`config.mk`:
```
export PLATFORM = sky130hd
export DESIGN_NAME = dvsd_mul_arbiter
export DESIGN_NICKNAME = d
export VERILOG_FILES = /design/src/rtl/dvsd_mul_arbiter.sv
export SDC_FILE = /design/constraint.sdc
export NUM_CORES = 1
export LEC_CHECK = 0
export CORE_ASPECT_RATIO = 1.4
export CORE_MARGIN = 1
export CORE_UTILIZATION = 38
export DETAILED_ROUTE_END_ITERATION = 16
export GPL_TIMING_DRIVEN = 0
export PLACE_DENSITY_LB_ADDON = 0.08
export RECOVER_POWER = 50
export SLEW_MARGIN = 40
export SYNTH_ARGS = -nofsm -noshare
export SYNTH_HDL_FRONTEND = slang
export SYNTH_SLANG_ARGS = --single-unit
export TNS_END_PERCENT = 1
```
`constraint.sdc`:
```
create_clock -name clock -period 2.8 [get_ports clock]
set_clock_uncertainty 0.2 [all_clocks]
set_input_delay 0.7 -clock clock [delete_from_list [all_inputs] [get_ports clock]]
set_output_delay 0.7 -clock clock [all_outputs]
set_load 0.005 [all_outputs]
```
`src/rtl/dvsd_mul_arbiter.sv`:
```
// Round-robin arbiter sharing one combinational multiplier among NREQ requesters; result valid two edges after accept.
// One operation in flight: req_ready stays low until the held result is taken via rsp_ready.
module dvsd_mul_arbiter #(
  parameter int NREQ = 4,
  parameter int W    = 8
) (
  input  logic                     clock,
  input  logic                     reset,
  input  logic [NREQ-1:0]          req_valid,
  output logic [NREQ-1:0]          req_ready,
  input  logic [NREQ*W-1:0]        req_a,
  input  logic [NREQ*W-1:0]        req_b,
  output logic [W-1:0]             mul_a,
  output logic [W-1:0]             mul_b,
  input  logic [2*W-1:0]           mul_m,
  output logic                     rsp_valid,
  input  logic                     rsp_ready,
  output logic [$clog2(NREQ)-1:0]  rsp_id,
  output logic [2*W-1:0]           rsp_m,
  output logic                     busy
);

  localparam int IDW = $clog2(NREQ);

  typedef enum logic [1:0] {IDLE, ISSUE, HOLD} state_t;

  state_t         state, state_nxt;
  logic [IDW-1:0] last_id, grant, idx;
  logic           grant_vld, accept, capture, release_rsp;
  logic [W-1:0]   sel_a, sel_b;

  // Round-robin search starting just after the previous winner
  always_comb begin
    grant     = '0;
    grant_vld = 1'b0;
    idx       = '0;
    for (int k = 1; k <= NREQ; k++) begin
      idx = IDW'((int'(last_id) + k) % NREQ);
      if (!grant_vld && req_valid[idx]) begin
        grant     = idx;
        grant_vld = 1'b1;
      end
    end
  end

  always_comb begin
    sel_a = '0;
    sel_b = '0;
    for (int i = 0; i < NREQ; i++) begin
      if (grant == IDW'(i)) begin
        sel_a = req_a[i*W +: W];
        sel_b = req_b[i*W +: W];
      end
    end
  end

  always_ff @(posedge clock or posedge reset) begin
    if (reset) state <= IDLE;
    else       state <= state_nxt;
  end

  // Grants only leave IDLE; reset keeps req_ready quiet even though state reads IDLE
  always_comb begin
    state_nxt   = state;
    req_ready   = '0;
    accept      = 1'b0;
    capture     = 1'b0;
    release_rsp = 1'b0;
    case (state)
      IDLE: begin
        if (grant_vld && !reset) begin
          req_ready[grant] = 1'b1;
          accept           = 1'b1;
          state_nxt        = ISSUE;
        end
      end
      ISSUE: begin
        capture   = 1'b1;
        state_nxt = HOLD;
      end
      HOLD: begin
        if (rsp_ready) begin
          release_rsp = 1'b1;
          state_nxt   = IDLE;
        end
      end
      default: state_nxt = IDLE;
    endcase
  end

  always_ff @(posedge clock or posedge reset) begin
    if (reset) begin
      last_id   <= IDW'(NREQ - 1);
      mul_a     <= '0;
      mul_b     <= '0;
      rsp_id    <= '0;
      rsp_m     <= '0;
      rsp_valid <= 1'b0;
    end else begin
      if (accept) begin
        last_id <= grant;
        rsp_id  <= grant;
        mul_a   <= sel_a;
        mul_b   <= sel_b;
      end
      if (capture) begin
        rsp_m     <= mul_m;
        rsp_valid <= 1'b1;
      end
      if (release_rsp) rsp_valid <= 1'b0;
    end
  end

  assign busy = (state != IDLE);

endmodule

```
# Yosys cells after proc, flatten, opt, wreduce, memory -nomap -nowiden
# Index checks and enable logic that the tools add are counted.
# totals
register_bits,39
latch_bits,0
ramBits,0
rom_bits,0
inputBits,87
output_inout_bits,40
elab_cells,76
mem_count,0
# op_classes
add_sub_neg,4
n_mul,0
div,0
magnitude_cmp,6
eq_ne,7
n_shift,0
mux,38
n_bitwise,0
reduce_logical,14
# ops
op,n
$mux W8,8
$mux W1,16
$lt A2 B3 Y1 const B,5
$mux W2,6
$bmux W1 S2,4
$mux W4,2
$eq A2 B2 Y1 const B,3
$pmux W2 S3,1
$logic_and A1 B1 Y1,5
$add A2 B1 Y2 const B,2
$add A2 B2 Y2 const B,2
$eq A2 B1 Y1 const B,2
$logic_not A1 Y1,4
$logic_not A2 Y1,2
$ne A2 B2 Y1 const B,2
$reduce_bool A2 Y1,2
$demux W1 S2,1
$ge A2 B1 Y1 const B,1
$reduce_and A2 Y1,1

# Logic depth before layout (Yosys ltp)
# Gate-level depths: netlist of the first run.
# depth
word_depth,19
ltp_mapped,7
ltp_nobuf,5

# Least setup slack after synthesis of the first run
# Ideal clock, no wire load.
# synth_path
path_type,input to output
from,input req_valid[1]
to,output req_ready[3]
t_arrival_ps,1768
required_ps,1900
slack_ps,132
cell_stages,6
n_path_buf,2
cell_sequence,or2_0 > a311oi_2 > buf_6 > buf_8 > nand2_1 > nor2b_1
# synth_via
elab_chain_len,18
elab_cells_between_ends,30
cone_classes,2 x order compare; 20 x mux; 8 x reduce/logical
# synth_lines
item,line_no,rtl
from (decl),9,"input logic [NREQ-1:0] req_valid,"
$bmux W1 S2,39,if (!grant_vld && req_valid[idx]) begin
$mux W1 (not written as such),39,
$mux W1,39,
$logic_not A1 Y1,39,
$logic_and A1 B1 Y1,39,
$mux W1,39,
$logic_not A1 Y1,39,
$logic_and A1 B1 Y1,39,
(+2 left out),--,
$logic_and A1 B1 Y1,39,
$mux W2,39,
$lt A2 B3 Y1 (not written as such) / $ge A2 B1 Y1 (equally long branches),72,req_ready[grant] = 1'b1;
$logic_and A1 B1 Y1 (not written as such),72,
$mux W1 (not written as such),72,
$demux W1 S2,72,
$mux W4 *,71,if (grant_vld && !reset) begin
$mux W4 *,69,case (state)
to (decl),10,"output logic [NREQ-1:0] req_ready,"
# Mark *: on every way between the ends. The rest lies on a longest branch, timed or not. The select of a mux whose other input is x is not followed.

# Final worst setup path of the first run
# layout_path
from,input req_valid[3]
to,output req_ready[1]
# The elaborated chain is that of the path after synthesis.

==> results of run 1 <==
## placed cells by master (no fill, tap or decap), types with 2 or more instances in the layout
cell             count
clkdlybuf4s50_1    116
mux2i_1             47
dfrtp_1             37
mux2_2              34
buf_4               13
buf_2                8
clkbuf_8             7
inv_1                6
nor2_1               5
buf_6                3
buf_12               3
o21ai_0              3
clkbuf_1             2
dfstp_2              2
## cell families (layout without fill, tap and decap cells)
group                  count (synthesis)  count (layout)  synth area share (%)
AND/OR/NAND/NOR                       19              19                 5.245
AO/OA/AOI/OAI                          8               8                 2.593
buffers and inverters                 15             160                 5.421
multiplexers                          82              82                 40.66
flip-flops                            39              39                 46.08
## flip-flops by register name (all words and copies together) (netlist names)
signal and flops:
mul_a 8, rsp_m 16, mul_b 8, rsp_id 2, last_id 2, rsp_valid 1, state 2
## final cells by class
cell class	instances	area [um2]
Timing Repair Buffer	139	1340
Multi-Input combinational cell	109	1055
Clock buffer	8	100.1
Buffer	7	75.07
Tap cell	66	82.58
Inverter	6	22.52
Sequential cell	39	978.4
Fill cell	430	1622
## worst max-delay path: cells and delay by family
family	cells	cell delay, ns
AND/OR/NAND/NOR	2	0.24
AO/OA/AOI/OAI	1	0.24
buffers and inverters	5	0.65
## power groups by stage
stage / Clock [mW] / Combinational (mW) / Sequential (mW)
2_1_floorplan: 0 / 0.917 / 1.04
3_3_place_gp: 0 / 1.77 / 1.01
3_5_place_dp: 0 / 1.79 / 1.02
4_1_cts: 0.428 / 1.92 / 1.02
5_1_grt: 0.448 / 2.04 / 1.05
6_report: 0.411 / 1.89 / 1.01
## worst paths after layout
kind,start,endpoint,slack (ns),cells after the start
max reg2reg,last_id[0],mul_b[0],0.29,10
max,req_valid[3],req_ready[1],0.07,8
min,rsp_m[10],rsp_m[10],0.31,1
max in group asynchronous,reset,rsp_m[8],0.71,2
min reg2reg,rsp_m[10],rsp_m[10],0.31,1
min in group asynchronous,reset,mul_b[0],0.82,2
## synth_stat cells (2+ instances only)
library cell / instances / area (um2)
mux2i_1: 48 / 480.5
dfrtp_1: 37 / 925.9
mux2_2: 34 / 382.9
inv_1: 6 / 22.52
nor2_1: 5 / 18.77
o21ai_0: 4 / 20.02
buf_2: 3 / 15.01
buf_12: 2 / 40.04
dfstp_2: 2 / 52.55
nand2b_1: 2 / 12.51
nor3b_1: 2 / 15.01
## stage by stage
stage / hold slack [ns] / cell area, um2
final: 0.3066 / 3654
after global routing: 0.3137 / 3654
after CTS: 0.3111 / 3649
after detailed placement: 0.2943 / 3470
after global placement: 0.2886 / 3467
after floorplan: 0.2844 / 2123
## per-layer routing
metal / up-vias / global-route usage, % / routed length [um]
met3: 4 / 5.303 / 439
met1: 858 / 21.90 / 2147
met4: 0 / 5.435 / 48
met2: 75 / 36.25 / 2971
met5: - / 0 / 0
li1: 872 / - / -
## timing repair
item,4_1_cts,5_1_grt
pin swaps,4,3
gates resized for setup,40,5
setup endpoints to repair,4,4
buffers inserted,13,1
hold endpoints to repair,0,0
==> reports/metrics.cfg, run 1 <==
[run_status]
outcome = complete, but fails checks
failed_checks = max-capacitance violations

[floorplanning]
die_area_um2 = 5895
start_util_pct = 40.25
core.rowCount = 31
ios = 127
core_um2 = 5275
die_h_um = 90.45
die_x_um = 65.18

[clocking]
clockBufferDepth = 2
cts.sinks = 39
root_buffer = clkbuf_8
clk_pin_slew_ns = 0.07
cts-buffers-inserted = 5
cts-hold-fix-buffers = 0
cts_tree = yes
clock_latency_ns = 0.28
ctsHtreeMaxLevel = 2

[logic_synthesis]
async_flop_share_pct = 100.0
syn_avg_cell_area_um2 = 13.03
synth_flop_cell = dfrtp_1
syn_inst = 163
synth.distinct_cells = 29
synth.yosys.seq_area_share_pct = 46.08
synthesis.area_um2 = 2123
ys_warn_count = 0
syn_nets = 250
ys_ff_latch = 39
synth_enable_flop_cells = 0

[setup_path]
worstSetupPathType = input port to primary output
start_kind = input port
slowest_stage = a311oi_2
cp-end-kind = primary output
crit_path_max_incr_delay_ns = 0.24
arrival_ns = 1.83
required_ns = 1.90
path_cells = buf_2 -> nand2b_4 -> buf_4 -> a311oi_2 -> buf_6 -> buf_4 -> and3b_1 -> buf_2
cp_max_fo = 5

[routing]
vias_per_cell = 4.837
routed-via-count = 1809
ant_nets = 0
drc_errors = 0
drt_iter0_markers = 32
routed_wirelength_um = 5607
wl_per_cell_um = 14.99
firstDrtPassIters = 4

[grt]
grt_overflow_total = 0
grt_pass1_wl_um = 8990
track_usage_pct = 19.87
grt_max_degree = 40
grt_pass1_vias = 1949
antenna_found_initial = 0

[sta]
fin_setup_tns_ns = 0
setup_ws_ns = 0.07088
finalSetupViolCount = 0
rsz0062_at_grt = yes
fin_crit_ns = 2.729
finalHoldViolations = 0
final-max-slew-violation-count = 0
timing.final.crit_share_pct = 97.47
fmax_mhz = 366.4
worst_pin_slew_ns = 1.485
relSlewSlack_pct = 0.8853

[power]
power.share.sequential_pct = 30.5
switching_power_mw = 0.9824
leakagePower_nw = 1.623
p_per_area_nw_per_um2 = 907.7
pwr-share-clk_pct = 12.4
switching_share_pct = 29.62
power.internal_mw = 2.334
ir_worst_vdd_uv = 512.3
combPwrFrac_pct = 57.1
power.total_mw = 3.316

[place]
dp_cells = 355
port_buffers = 126
dpl.hpwl_um = 4188
globalplace.congestion = 0.7276
place_ws_ns = -0.9813

[hold_path]
hold_path_class = flop to flop

[finish]
area_growth_pct = 72.07
final_cell_count_no_fill = 374
antennaDiodeCount = 0
finalCoreUtilization_pct = 69.26
drive_gt1_share_pct = 25.00
nNetsFinal = 394

[run]
drv_cap = 1

Power figures use the tool's default switching activity.
==> run 2, diff against run 1 <==
--- a/config.mk
+++ b/config.mk
@@ -7,11 +7,14 @@
 export LEC_CHECK = 0
 export CORE_ASPECT_RATIO = 1.4
 export CORE_MARGIN = 1
-export CORE_UTILIZATION = 38
+export CORE_UTILIZATION = 39
+export CTS_BUF_LIST = sky130_fd_sc_hd__clkbuf_8
 export DETAILED_ROUTE_END_ITERATION = 16
 export GPL_TIMING_DRIVEN = 0
 export PLACE_DENSITY_LB_ADDON = 0.08
 export RECOVER_POWER = 50
+export REMOVE_ABC_BUFFERS = 1
+export SKIP_LAST_GASP = 1
 export SLEW_MARGIN = 40
 export SYNTH_ARGS = -nofsm -noshare
 export SYNTH_HDL_FRONTEND = slang
==> run 2 against run 1 <==
Net effect:
- the run ends with negative setup slack left
- flip-flop and latch count unchanged
- highest routed layer unchanged
- combinational power about the same
- sequential power about the same
- sequential share of layout area down 0.27 points
- via count up 0.83%
- non-clock buffer count down 2
==> reports/metrics.cfg, run 2 (same netlist as run 1, synthesis figures left out) <==
[routing]
routed_wirelength_um = 5300  ; -5.5%
routed-via-count = 1824  ; +0.83%
vias_per_cell = 4.890  ; +1.1%
drt_iter0_markers = 23  ; -28%
wl_per_cell_um = 14.21  ; -5.2%
drc_errors = 0  ; unchanged
ant_nets = 0  ; unchanged
firstDrtPassIters = 4  ; unchanged

[setup_path]
crit_path_max_incr_delay_ns = 0.28  ; +0.04 ns
slowest_stage = a311oi_4
critPathTopFamily = buffers and inverters
arrival_ns = 1.93  ; +0.10 ns
start_kind = input port
worstSetupPathType = input port to primary output
path_buf_inv = 3  ; -2
cp_max_fo = 4  ; -1
path_cells = buf_4 -> or2_4 -> a311oi_4 -> buf_6 -> and3b_1 -> dlygate4sd2_1
required_ns = 1.90  ; about the same
cp-end-kind = primary output

[finish]
finalCoreUtilization_pct = 71.09  ; +1.8 points
regMostFlops = rsp_m
top_regs = rsp_m (16), mul_a (8), mul_b (8)
most-common-layout-cells = 116 x clkdlybuf4s50_1, 48 x mux2i_1, 36 x dfrtp_1
final_cell_count_no_fill = 373  ; -0.27%
area_growth_pct = 74.01
final_common_cell = clkdlybuf4s50_1
largest_register_ffs = 16  ; unchanged
nNetsFinal = 393  ; -0.25%
antennaDiodeCount = 0  ; unchanged
drive_gt1_share_pct = 26.38  ; +1.4 points

[place]
place_ws_ns = -0.9665  ; +0.01482 ns
globalplace.congestion = 0.6991  ; -3.9%
dp_cells = 352  ; -0.85%
port_buffers = 126  ; unchanged
dpl.hpwl_um = 3818  ; -8.8%

[clocking]
clk_pin_slew_ns = 0.07  ; about the same
cts.sinks = 39  ; unchanged
ctsHtreeMaxLevel = 2  ; unchanged
cts-buffers-inserted = 5  ; unchanged
clockBufferDepth = 2  ; unchanged
root_buffer = clkbuf_8
cts_tree = yes
clock_latency_ns = 0.28  ; about the same

[hold_path]
hold_path_class = flop to flop

[power]
power.total_mw = 3.322  ; +0.18%
p_per_area_nw_per_um2 = 899.2  ; -0.94%
leakagePower_nw = 1.628  ; +0.26%
ir_worst_vdd_uv = 575.5  ; +12%

[grt]
track_usage_pct = 19.12  ; -0.75 points
grt_overflow_total = 0  ; unchanged
grt_pass1_wl_um = 8466  ; -5.8%
antenna_found_initial = 0  ; unchanged
grt_max_degree = 40  ; unchanged
grt_pass1_vias = 1949  ; unchanged

[sta]
finalSetupViolCount = 1  ; +1
worst_pin_slew_ns = 1.457  ; -0.02823 ns
rsz0062_at_grt = yes
timing.final.crit_share_pct = 100.9  ; +3.4 points
relSlewSlack_pct = 2.769  ; +1.9 points
fmax_mhz = 354.0  ; -3.4%
fin_crit_ns = 2.825  ; +0.09588 ns
finalHoldViolations = 0  ; unchanged
final-max-slew-violation-count = 0  ; unchanged
setup_ws_ns = -0.02501  ; -0.09588 ns
whs_ns = 0.3034  ; -0.003160 ns

[floorplanning]
die_area_um2 = 5748  ; -2.5%
start_util_pct = 40.85  ; +0.60 points
core.rowCount = 31  ; unchanged
die_x_um = 64.36  ; -1.3%
core_um2 = 5197  ; -1.5%
die_h_um = 89.31  ; -1.3%
ios = 127  ; unchanged

[run_status]
outcome = complete, but fails checks
failed_checks = negative setup slack

[run]
drv_cap = 0  ; -1

[run 2: cell types whose count changed in the layout (fill, tap and decap cells not counted), sizes merged]
cell,change
a211o,+1
clkdlybuf4s15,+1
inv,+1
buf,-5
dlygate4sd2,+1
[run 2: path summary, 6_finish.rpt]
check	start	cells past startpoint	slack (ns)	to
max	req_valid[0]	6	-0.03	req_ready[1]
min	state[1]	1	0.30	state[1]
max reg2reg	last_id[1]	11	0.05	mul_b[2]
min reg2reg	state[1]	1	0.30	state[1]
max in group asynchronous	reset	2	0.62	state[1]
min in group asynchronous	reset	2	0.83	mul_b[1]
[run 2: final cells by class]
type,instances,area [um2]
inverter,6,22.52
clock buffer,7,96.34
tap,66,82.58
timing repair buffer,144,1399
sequential,39,979.7
fill,403,1503
multi-input combinational,110,1111
clock inverter,1,3.754
[run 2: stage by stage]
stage / instance area, um2 / TNS [ns]
after floorplan: 2031 / -28.20
after global placement: 3374 / -59.65
after detailed placement: 3458 / -11.83
after CTS: 3701 / -0.01941
after global routing: 3695 / -0.4691
final: 3695 / -0.02501
[run 2: layer usage]
| layer | vias up | global-route usage, % | wire length [um] |
|---|---|---|---|
| li1 | 872 | - | - |
| met4 | 0 | 7.071 | 81 |
| met3 | 7 | 5.867 | 452 |
| met5 | - | 0 | 0 |
| met2 | 83 | 37.61 | 2781 |
| met1 | 862 | 18.45 | 1984 |
[run 2: where the power goes]
| part | internal (mW) | total, mW | switching, mW |
|---|---|---|---|
| Combinational | 1.24 | 1.90 | 0.658 |
| Clock | 0.221 | 0.405 | 0.184 |
| Sequential | 0.864 | 1.02 | 0.155 |
[run 2: repair_timing]
action,in CTS,in global routing
cloned,1,0
buffers inserted,13,0
resized for setup,40,7
endpoints found under the setup margin,18,10
pin swaps,7,1
hold buffers,0,0
==> run 3, diff against run 2 <==
--- a/config.mk
+++ b/config.mk
@@ -11,7 +11,8 @@
 export CTS_BUF_LIST = sky130_fd_sc_hd__clkbuf_8
 export DETAILED_ROUTE_END_ITERATION = 16
 export GPL_TIMING_DRIVEN = 0
-export PLACE_DENSITY_LB_ADDON = 0.08
+export HOLD_SLACK_MARGIN = 0.02
+export PLACE_DENSITY_LB_ADDON = 0.1
 export RECOVER_POWER = 50
 export REMOVE_ABC_BUFFERS = 1
 export SKIP_LAST_GASP = 1
==> run 3 against run 2 <==
Net effect:
- the flow now finishes without violations
- critical path depth shrank 1
- worst setup slack gained 0.053 ns
- cell area shrank 0.64%
- hold slack gained 0.0047 ns
==> reports/metrics.cfg, run 3 (same netlist as run 1, synthesis figures left out) <==
[clocking]
cts-hold-fix-buffers = 0  ; unchanged
root_buffer = clkbuf_8
clk_pin_slew_ns = 0.08  ; about the same
cts_tree = yes
clock_latency_ns = 0.29  ; about the same
cts.sinks = 39  ; unchanged
ctsHtreeMaxLevel = 2  ; unchanged
clockBufferDepth = 2  ; unchanged
cts-buffers-inserted = 5  ; unchanged

[sta]
timing.final.crit_share_pct = 99.00  ; -1.9 points
fin_crit_ns = 2.772  ; -0.05305 ns
finalSetupViolCount = 0  ; -1
fmax_mhz = 360.8  ; +1.9%
whs_ns = 0.3081  ; +0.004697 ns
worst_pin_slew_ns = 1.456  ; -0.001034 ns
rsz0062_at_grt = yes
finalHoldViolations = 0  ; unchanged
final-max-slew-violation-count = 0  ; unchanged
fin_setup_tns_ns = 0  ; +0.02501 ns
relSlewSlack_pct = 2.838  ; +0.069 points

[setup_path]
regToRegEndpoint = mul_b[5]
required_ns = 1.90  ; about the same
r2r_slack_ns = 0.38  ; +0.33 ns
arrival_ns = 1.87  ; -0.06 ns
critPathTopFamily = flip-flops
cp-end-kind = primary output
worstSetupPathType = flop to primary output
cp-startpoint = last_id[0]
slowest_stage = dfstp_2
start_kind = flop
r2r_cells = 8  ; -3
cp_max_fo = 7  ; +3
path_cells = nand2b_4 -> o21ai_2 -> a211o_4 -> nor3b_1 -> clkdlybuf4s15_1
path_buf_inv = 1  ; -2
crit_path_max_incr_delay_ns = 0.56  ; +0.28 ns
worstReg2RegStart = last_id[1]

[routing]
wl_per_cell_um = 14.39  ; +1.3%
ant_nets = 0  ; unchanged
firstDrtPassIters = 4  ; unchanged
routed-via-count = 1824  ; unchanged
drc_errors = 0  ; unchanged
routed_wirelength_um = 5367  ; +1.3%
drt_iter0_markers = 28  ; +22%
vias_per_cell = 4.890  ; unchanged

[finish]
nNetsFinal = 393  ; unchanged
top_regs = rsp_m (16), mul_a (8), mul_b (8)
most-common-layout-cells = 116 x clkdlybuf4s50_1, 48 x mux2i_1, 37 x dfrtp_1
finalCoreUtilization_pct = 70.63  ; -0.46 points
regMostFlops = rsp_m
antennaDiodeCount = 0  ; unchanged
drive_gt1_share_pct = 26.06  ; -0.33 points
area_growth_pct = 72.89
largest_register_ffs = 16  ; unchanged
final_common_cell = clkdlybuf4s50_1
fill_cells = 428  ; +6.2%

[power]
leakagePower_nw = 1.620  ; -0.45%
power.total_mw = 3.288  ; -1.0%
p_per_area_nw_per_um2 = 895.7  ; -0.39%
ir_worst_vdd_uv = 562.1  ; -2.3%

[place]
port_buffers = 126  ; unchanged
globalplace.congestion = 0.6979  ; -0.17%
dpl.hpwl_um = 3903  ; +2.2%

[grt]
antenna_found_initial = 0  ; unchanged
grt_overflow_total = 0  ; unchanged
grt_pass1_wl_um = 8431  ; -0.41%
track_usage_pct = 19.19  ; +0.070 points
grt_pass1_vias = 1814  ; -6.9%
grt_max_degree = 40  ; unchanged

[run]
drv_cap = 0  ; unchanged

[hold_path]
min_path_cells = 1  ; unchanged
hold_end = rsp_m[14]
worstHoldStart = rsp_m[14]
hold_path_class = flop to flop

[run_status]
outcome = complete, no violations

[floorplanning]
core_um2 = 5197  ; unchanged
ios = 127  ; unchanged
die_h_um = 89.31  ; unchanged
core.rowCount = 31  ; unchanged
start_util_pct = 40.85  ; unchanged
die_x_um = 64.36  ; unchanged
die_area_um2 = 5748  ; unchanged

## run 3: worst register-to-register path: cells and delay by family, from the launching register on
family	cells	cell delay, ns
AND/OR/NAND/NOR	1	0.08
AO/OA/AOI/OAI	1	0.29
multiplexers	3	0.58
flip-flops	1	0.64
buffers and inverters	3	0.52
## run 3: per-stage QoR
stage | worst slack (ns) | cell area [um2] | cells
floorplan | -1.673 | 2031 | 154
global placement | -3.545 | 3374 | 346
detailed placement | -1.216 | 3455 | 352
CTS | -0.04386 | 3654 | 370
global route | -0.008982 | 3671 | 373
finish | 0.02805 | 3671 | 373
## run 3: where the power goes
group / internal (mW) / switching [mW] / total, mW
logic: 1.24 / 0.662 / 1.90
registers: 0.862 / 0.153 / 1.02
clock network: 0.173 / 0.202 / 0.375
total: 2.27 / 1.02 / 3.29
## run 3: final cells by class
type                    instances  area, um2  area share [%]
clock buffers                   5      68.82           1.875
flip-flops and latches         39      978.4           26.65
clock inverters                 3      20.02          0.5453
well taps                      66      82.58           2.249
multi-input cells             110       1107           30.16
inverters                       6      22.52          0.6135
repair buffers                144       1391           37.90
## run 3: metal layers
metal	part of all wire (%)	up-vias	GRT usage, %	wire length [um]
met5	0	-	0	0
met4	1.9	0	7.677	103
met3	9.1	10	6.633	489
met2	50	85	33.78	2674
met1	39	853	21.17	2099
li1	-	876	-	-
## run 3: worst max-delay path by stage
stage	end	slack, ns	depth (start not counted)
after floorplan	req_ready[3]	-1.67	4
after detailed placement	req_ready[3]	-1.22	8
final	req_ready[0]	0.03	5
after global placement	req_ready[3]	-3.55	6
after global routing	req_ready[0]	-0.009	5
after CTS	req_ready[0]	-0.04	6
## run 3: repair_timing
action	CTS	global route
pin swaps	4	3
hold endpoints to repair	0	0
cloned	1	0
endpoints found under the setup margin	17	4
setup buffers	9	4
resized for setup	39	10
==> patch 1: new RTL, flow settings as in run 3 <==
Re-encode `state_t` (3 states) as one-hot, 3 bits wide.
--- a/src/rtl/dvsd_mul_arbiter.sv
+++ b/src/rtl/dvsd_mul_arbiter.sv
@@ -24,3 +24,3 @@
 
-  typedef enum logic [1:0] {IDLE, ISSUE, HOLD} state_t;
+  typedef enum logic [2:0] {IDLE = 3'b001, ISSUE = 3'b010, HOLD = 3'b100} state_t;
 
Formal check against the unedited RTL: no difference found for any inputs over 10 cycles, from zero or initial values and one cycle with reset high; not proved beyond that.
==> patch 1 against run 3 <==
- the flow now finishes with violations (capacitance limit)
- synthesized area is 2.5% higher
- total power is 6.3% higher
- first-iteration DRC count is 3.6% lower
- routed wire length is 6.9% higher
- sequential share of layout area hardly changed
- worst setup slack better by 0.0042 ns
- cell area is 2.7% higher
- maximum frequency is 0.15% higher
- sequential cell count is 1 higher
- register-to-register slack worse by 0.21 ns
- non-clock buffer count is 2 lower
- clock power is 28% higher
- critical path type is now input port to flip-flop
- critical endpoint is now mul_a[5]$_DFFE_PP0P_
- largest power group unchanged
==> patch 1: results (changes against run 3) <==
* Post-synth top cells: 48 x mux2i_1, 37 x dfrtp_1, 34 x mux2_2 (unchanged)
* Sequential area share after synthesis at 46.2% (was 46.1%)
* Leakage at 1.65 nW (was 1.62 nW)
* Failing checks: capacitance limit
* MaxCap Viol Count at 1 (was 0)
* Outcome: finished with violations (was finished clean)
* Vias in the first global route at 1944 (was 1814)
* Vias per Instance at 4.99 (was 4.89)
* Mux cell area share after synthesis at 39.7% (was 40.7%)
* Worst vdd rail ir drop at 0.599 mV (was 0.562 mV)
* Worst Reg-to-Reg Cells at 11 (was 8)
* R2R setup slack at 0.17 ns (was 0.38 ns)
* Largest net degree at the start of global routing at 41 (was 40)
* First-pass GRT wire length at 9070 um (was 8430 um)
* CP delay by family, top: buffers and inverters (was flip-flops)
* Slowest stage delay, CP at 0.30 ns (was 0.56 ns)
* Slew headroom at 1.62% (was 2.84%)
* Half-perimeter wire length after placement at 4020 um (was 3900 um)
* Compound-cell area share of the yosys netlist at 2.47% (was 2.59%)
* Share of layout cells above drive strength 1 at 27.0% (was 26.1%)
* Routed len/inst at 15.2 um (was 14.4 um)
* Synth top area share at 42.6% (was 43.6%)
* Final Net Count at 397 (was 393)
* All-Layer GR Usage at 20.1% (was 19.2%)
* Hold crit path type: flip-flop to flip-flop (unchanged)
* Slowest cell on the critical path: a311oi_4 (was dfstp_2)
* Hold slack at 0.309 ns (was 0.308 ns)
* Gp weighted congestion at 0.674 (was 0.698)
* DRC marker count from the first detailed-route iteration at 27 (was 28)
patch 1: how the worst min path moves through the flow:
stage | from | end | depth (start not counted)
2_1_floorplan | last_id[1]$_DFFE_PP1P_ | last_id[1]$_DFFE_PP1P_ | 2
3_3_place_gp | mul_a[5]$_DFFE_PP0P_ | mul_a[5]$_DFFE_PP0P_ | 1
3_5_place_dp | mul_a[0]$_DFFE_PP0P_ | mul_a[0]$_DFFE_PP0P_ | 1
4_1_cts | mul_a[3]$_DFFE_PP0P_ | mul_a[3]$_DFFE_PP0P_ | 1
5_1_grt | mul_a[3]$_DFFE_PP0P_ | mul_a[3]$_DFFE_PP0P_ | 1
6_report | mul_b[7]$_DFFE_PP0P_ | mul_b[7]$_DFFE_PP0P_ | 1
patch 1: cell families after synthesis:
| group | Yosys count |
|---|---|
| DFF | 40 |
| buffers and inverters | 15 |
| muxes | 82 |
| AOI/OAI and AO/OA | 8 |
| and+or+nand+nor | 25 |
patch 1: cell type report:
class / instances / area, um^2
Tap cell: 66 / 82.6
Timing Repair Buffer: 142 / 1400
Multi-Input combinational cell: 116 / 1150
Clock buffer: 5 / 68.8
Fill cell: 430 / 1510
Clock inverter: 3 / 46.3
Sequential cell: 40 / 1000
Inverter: 5 / 18.8
patch 1: worst reg2reg max path: cells and delay by family, from the launching register on:
kind	cells	cell delay, ns
compound gates	1	0.27
simple gates	1	0.07
mux	3	0.58
flops	1	0.60
buf+inv	6	0.80
patch 1: stage by stage:
| step | setup slack (ns) | util, % | area (um^2) | cells |
|---|---|---|---|---|
| 5_1_grt | -0.0485 | 71.5 | 3770 | 377 |
| 2_1_floorplan | -1.60 | - | 2080 | 160 |
| 3_3_place_gp | -3.38 | 64.9 | 3420 | 352 |
| 4_1_cts | -0.0153 | 71.1 | 3750 | 376 |
| 6_report | 0.0323 | 71.5 | 3770 | 377 |
| 3_5_place_dp | -1.14 | 66.4 | 3500 | 358 |
patch 1: layer usage:
layer  vias up  GRT usage, %  wire length, um
li1        896             -                -
met1       889          21.4             2150
met2        89          36.8             3060
met3         6          6.06              459
met4         0          6.52               74
met5         -             0                0
patch 1: power by group:
group,internal (mW),total (mW),switching (mW)
Sequential,0.888,1.05,0.159
Clock,0.268,0.480,0.211
Combinational,1.27,1.97,0.696
Total,2.43,3.49,1.07
patch 1: repair_timing:
action | in CTS | in global routing
endpoints found under the setup margin | 17 | 9
resized for setup | 44 | 11
gates cloned | 1 | 0
buffers inserted | 9 | 2
hold endpoints to repair | 0 | 0
pin swaps | 5 | 3
==> patch 2: new RTL, config.mk and constraints of run 3 <==
Made on the original files. The parameter `W` goes from 8 to 12.
--- a/src/rtl/dvsd_mul_arbiter.sv
+++ b/src/rtl/dvsd_mul_arbiter.sv
@@ -4,3 +4,3 @@
   parameter int NREQ = 4,
-  parameter int W    = 8
+  parameter int W    = 12
 ) (
Ports: changed (6 resized); port bits go from 127 to 183. No check against the original RTL was run, so the function may have changed too.
==> patch 2 against run 3 <==
- the flow now finishes with violations (setup timing)
- first-iteration DRC count grew to 8.6 times the old value
- sequential cell count rose by 16
- via count is 110% higher
- total power increased by 46%
- synthesized area up 55%
- final cell count grew 73%
- cell area is 54% higher
- routed wire length increased by 140%
- global-route usage is 11 points higher
- worst setup slack lost 0.095 ns
- critical path type unchanged
==> patch 2: results (changes against run 3) <==
* Outcome: finished with violations (was finished clean)
* Failing checks: setup timing
* First-pass GRT wire length at 20700 um (was 8430 um)
* IO Port Bufs at 182 (was 126)
* XOR/XNOR Fraction of Synth Area at 0% (unchanged)
* Worst-skew pair later-pin latency at 0.33 ns (was 0.29 ns)
* Gp weighted congestion at 0.810 (was 0.698)
* Largest regs: rsp_m: 24 flops, mul_a: 12 flops, mul_b: 12 flops (was rsp_m: 16 flops, mul_a: 8 flops, mul_b: 8 flops)
* Syn Area/Cell at 9.33 um^2 (was 13.0 um^2)
* Final WS setup at -0.0670 ns (was 0.0280 ns)
* Half-perimeter wire length after placement at 8130 um (was 3900 um)
* Root buf cell: clkbuf_8 (unchanged)
* Sequential area share after synthesis at 41.9% (was 46.1%)
* Synth Area in Adders at 0% (unchanged)
* Cells after DPL at 609 (was 352)
* Routed len/inst at 20.2 um (was 14.4 um)
* CTS Buffer Depth at 2 (unchanged)
* Non-filler cells, final at 646 (was 373)
* Vias in the first global route at 4063 (was 1814)
* Final Setup Violations at 4 (was 0)
* Max FO, Critical Path at 4 (was 7)
* Via Count at 3784 (was 1824)
* Synth area leaders: dfrtp_1 40%, mux2_2 8.2%, o21ai_0 7.4% (was dfrtp_1 44%, mux2i_1 23%, mux2_2 18%)
* H-tree levels at 2 (unchanged)
* Netlist cell types at 37 (was 29)
* Post-synth top cells: 53 x dfrtp_1, 49 x o21ai_0, 29 x nand2_1 (was 48 x mux2i_1, 37 x dfrtp_1, 34 x mux2_2)
* Worst-path clk slew at 0.10 ns (was 0.08 ns)
* Main synth FF type: dfrtp_1 (unchanged)
* Hold crit path type: flip-flop to flip-flop (unchanged)
* Synthesis Warnings at 0 (unchanged)
* Fin Setup TNS at -0.142 ns (was 0 ns)
* Slew headroom at 27.5% (was 2.84%)
* 1st-pass router iterations at 4 (unchanged)
* DRC marker count from the first detailed-route iteration at 240 (was 28)
* Dpl cell area at 5240 um^2 (was 3450 um^2)
* Share of layout cells above drive strength 1 at 17.5% (was 26.1%)
* Fillers at 650 (was 428)
* Compound-cell area share of the yosys netlist at 24.4% (was 2.59%)
* Num CTS Buffers at 5 (unchanged)
* Worst vdd rail ir drop at 0.445 mV (was 0.562 mV)
* Final Net Count at 670 (was 393)
* Mux cell area share after synthesis at 8.21% (was 40.7%)
* Largest net degree at the start of global routing at 43 (was 40)
* All-Layer GR Usage at 30.4% (was 19.2%)
* Pre-CTS WS at -2.09 ns (was -1.22 ns)
* Antenna diodes at 0 (unchanged)
* Leakage at 2.12 nW (was 1.62 nW)
* WP data arrival at 1.97 ns (was 1.87 ns)
## patch 2: final cells by class
type / count / area, um^2 / area share, %
repair buffers: 215 / 2120 / 37.5
multi-input cells: 262 / 1880 / 33.3
flip-flops and latches: 55 / 1380 / 24.4
well taps: 102 / 128 / 2.26
clock buffers: 5 / 68.8 / 1.22
clock inverters: 3 / 41.3 / 0.732
inverters: 3 / 25.0 / 0.444
repair inverters: 1 / 5.00 / 0.0887
## patch 2: repair_timing
action | CTS | global route
pin swaps | 10 | 5
hold buffers | 0 | 0
resized for setup | 51 | 9
buffers inserted | 22 | 4
cloned | 4 | 0
endpoints found under the setup margin | 33 | 4
## patch 2: routing by layer
layer	wire, um	global-route usage (%)	vias up
met4	386	12.8	0
met3	951	4.94	34
met2	6630	52.9	197
met1	5090	36.3	1817
li1	-	-	1736
met5	0	0	-
## patch 2: kinds of logic after synthesis
group                  count (synthesis)
AO/OA/AOI/OAI                        114
flip-flops                            55
AND/OR/NAND/NOR                      121
buffers and inverters                 39
multiplexers                          24
## patch 2: worst max-delay path, cell delays in order, from the launching register on
cell	delay, ns
dfstp_2	0.59
buf_12	0.12
nand2b_4	0.12
a21oi_4	0.07
buf_6	0.12
a2111oi_4	0.34
and2_1	0.18
clkbuf_2	0.11
## patch 2: report_power, final
| group | switching [mW] | total [mW] | internal (mW) |
|---|---|---|---|
| combinational | 1.26 | 2.83 | 1.57 |
| sequential | 0.228 | 1.43 | 1.21 |
| clock | 0.291 | 0.555 | 0.264 |
| total | 1.78 | 4.82 | 3.04 |
## patch 2: worst paths after layout
kind,start,end,slack [ns],cells past startpoint
hold / removal,rsp_m[5]$_DFFE_PP0P_,rsp_m[5]$_DFFE_PP0P_,0.31,1
setup / recovery,last_id[1]$_DFFE_PP1P_,req_ready[0],-0.07,7
hold reg to reg,rsp_m[5]$_DFFE_PP0P_,rsp_m[5]$_DFFE_PP0P_,0.31,1
setup reg to reg,state[1]$_DFFE_PP0P_,rsp_m[4]$_DFFE_PP0P_,0.28,4
max in group asynchronous,reset,rsp_m[19]$_DFFE_PP0P_,0.61,3
min in group asynchronous,reset,mul_b[9]$_DFFE_PP0P_,0.37,2
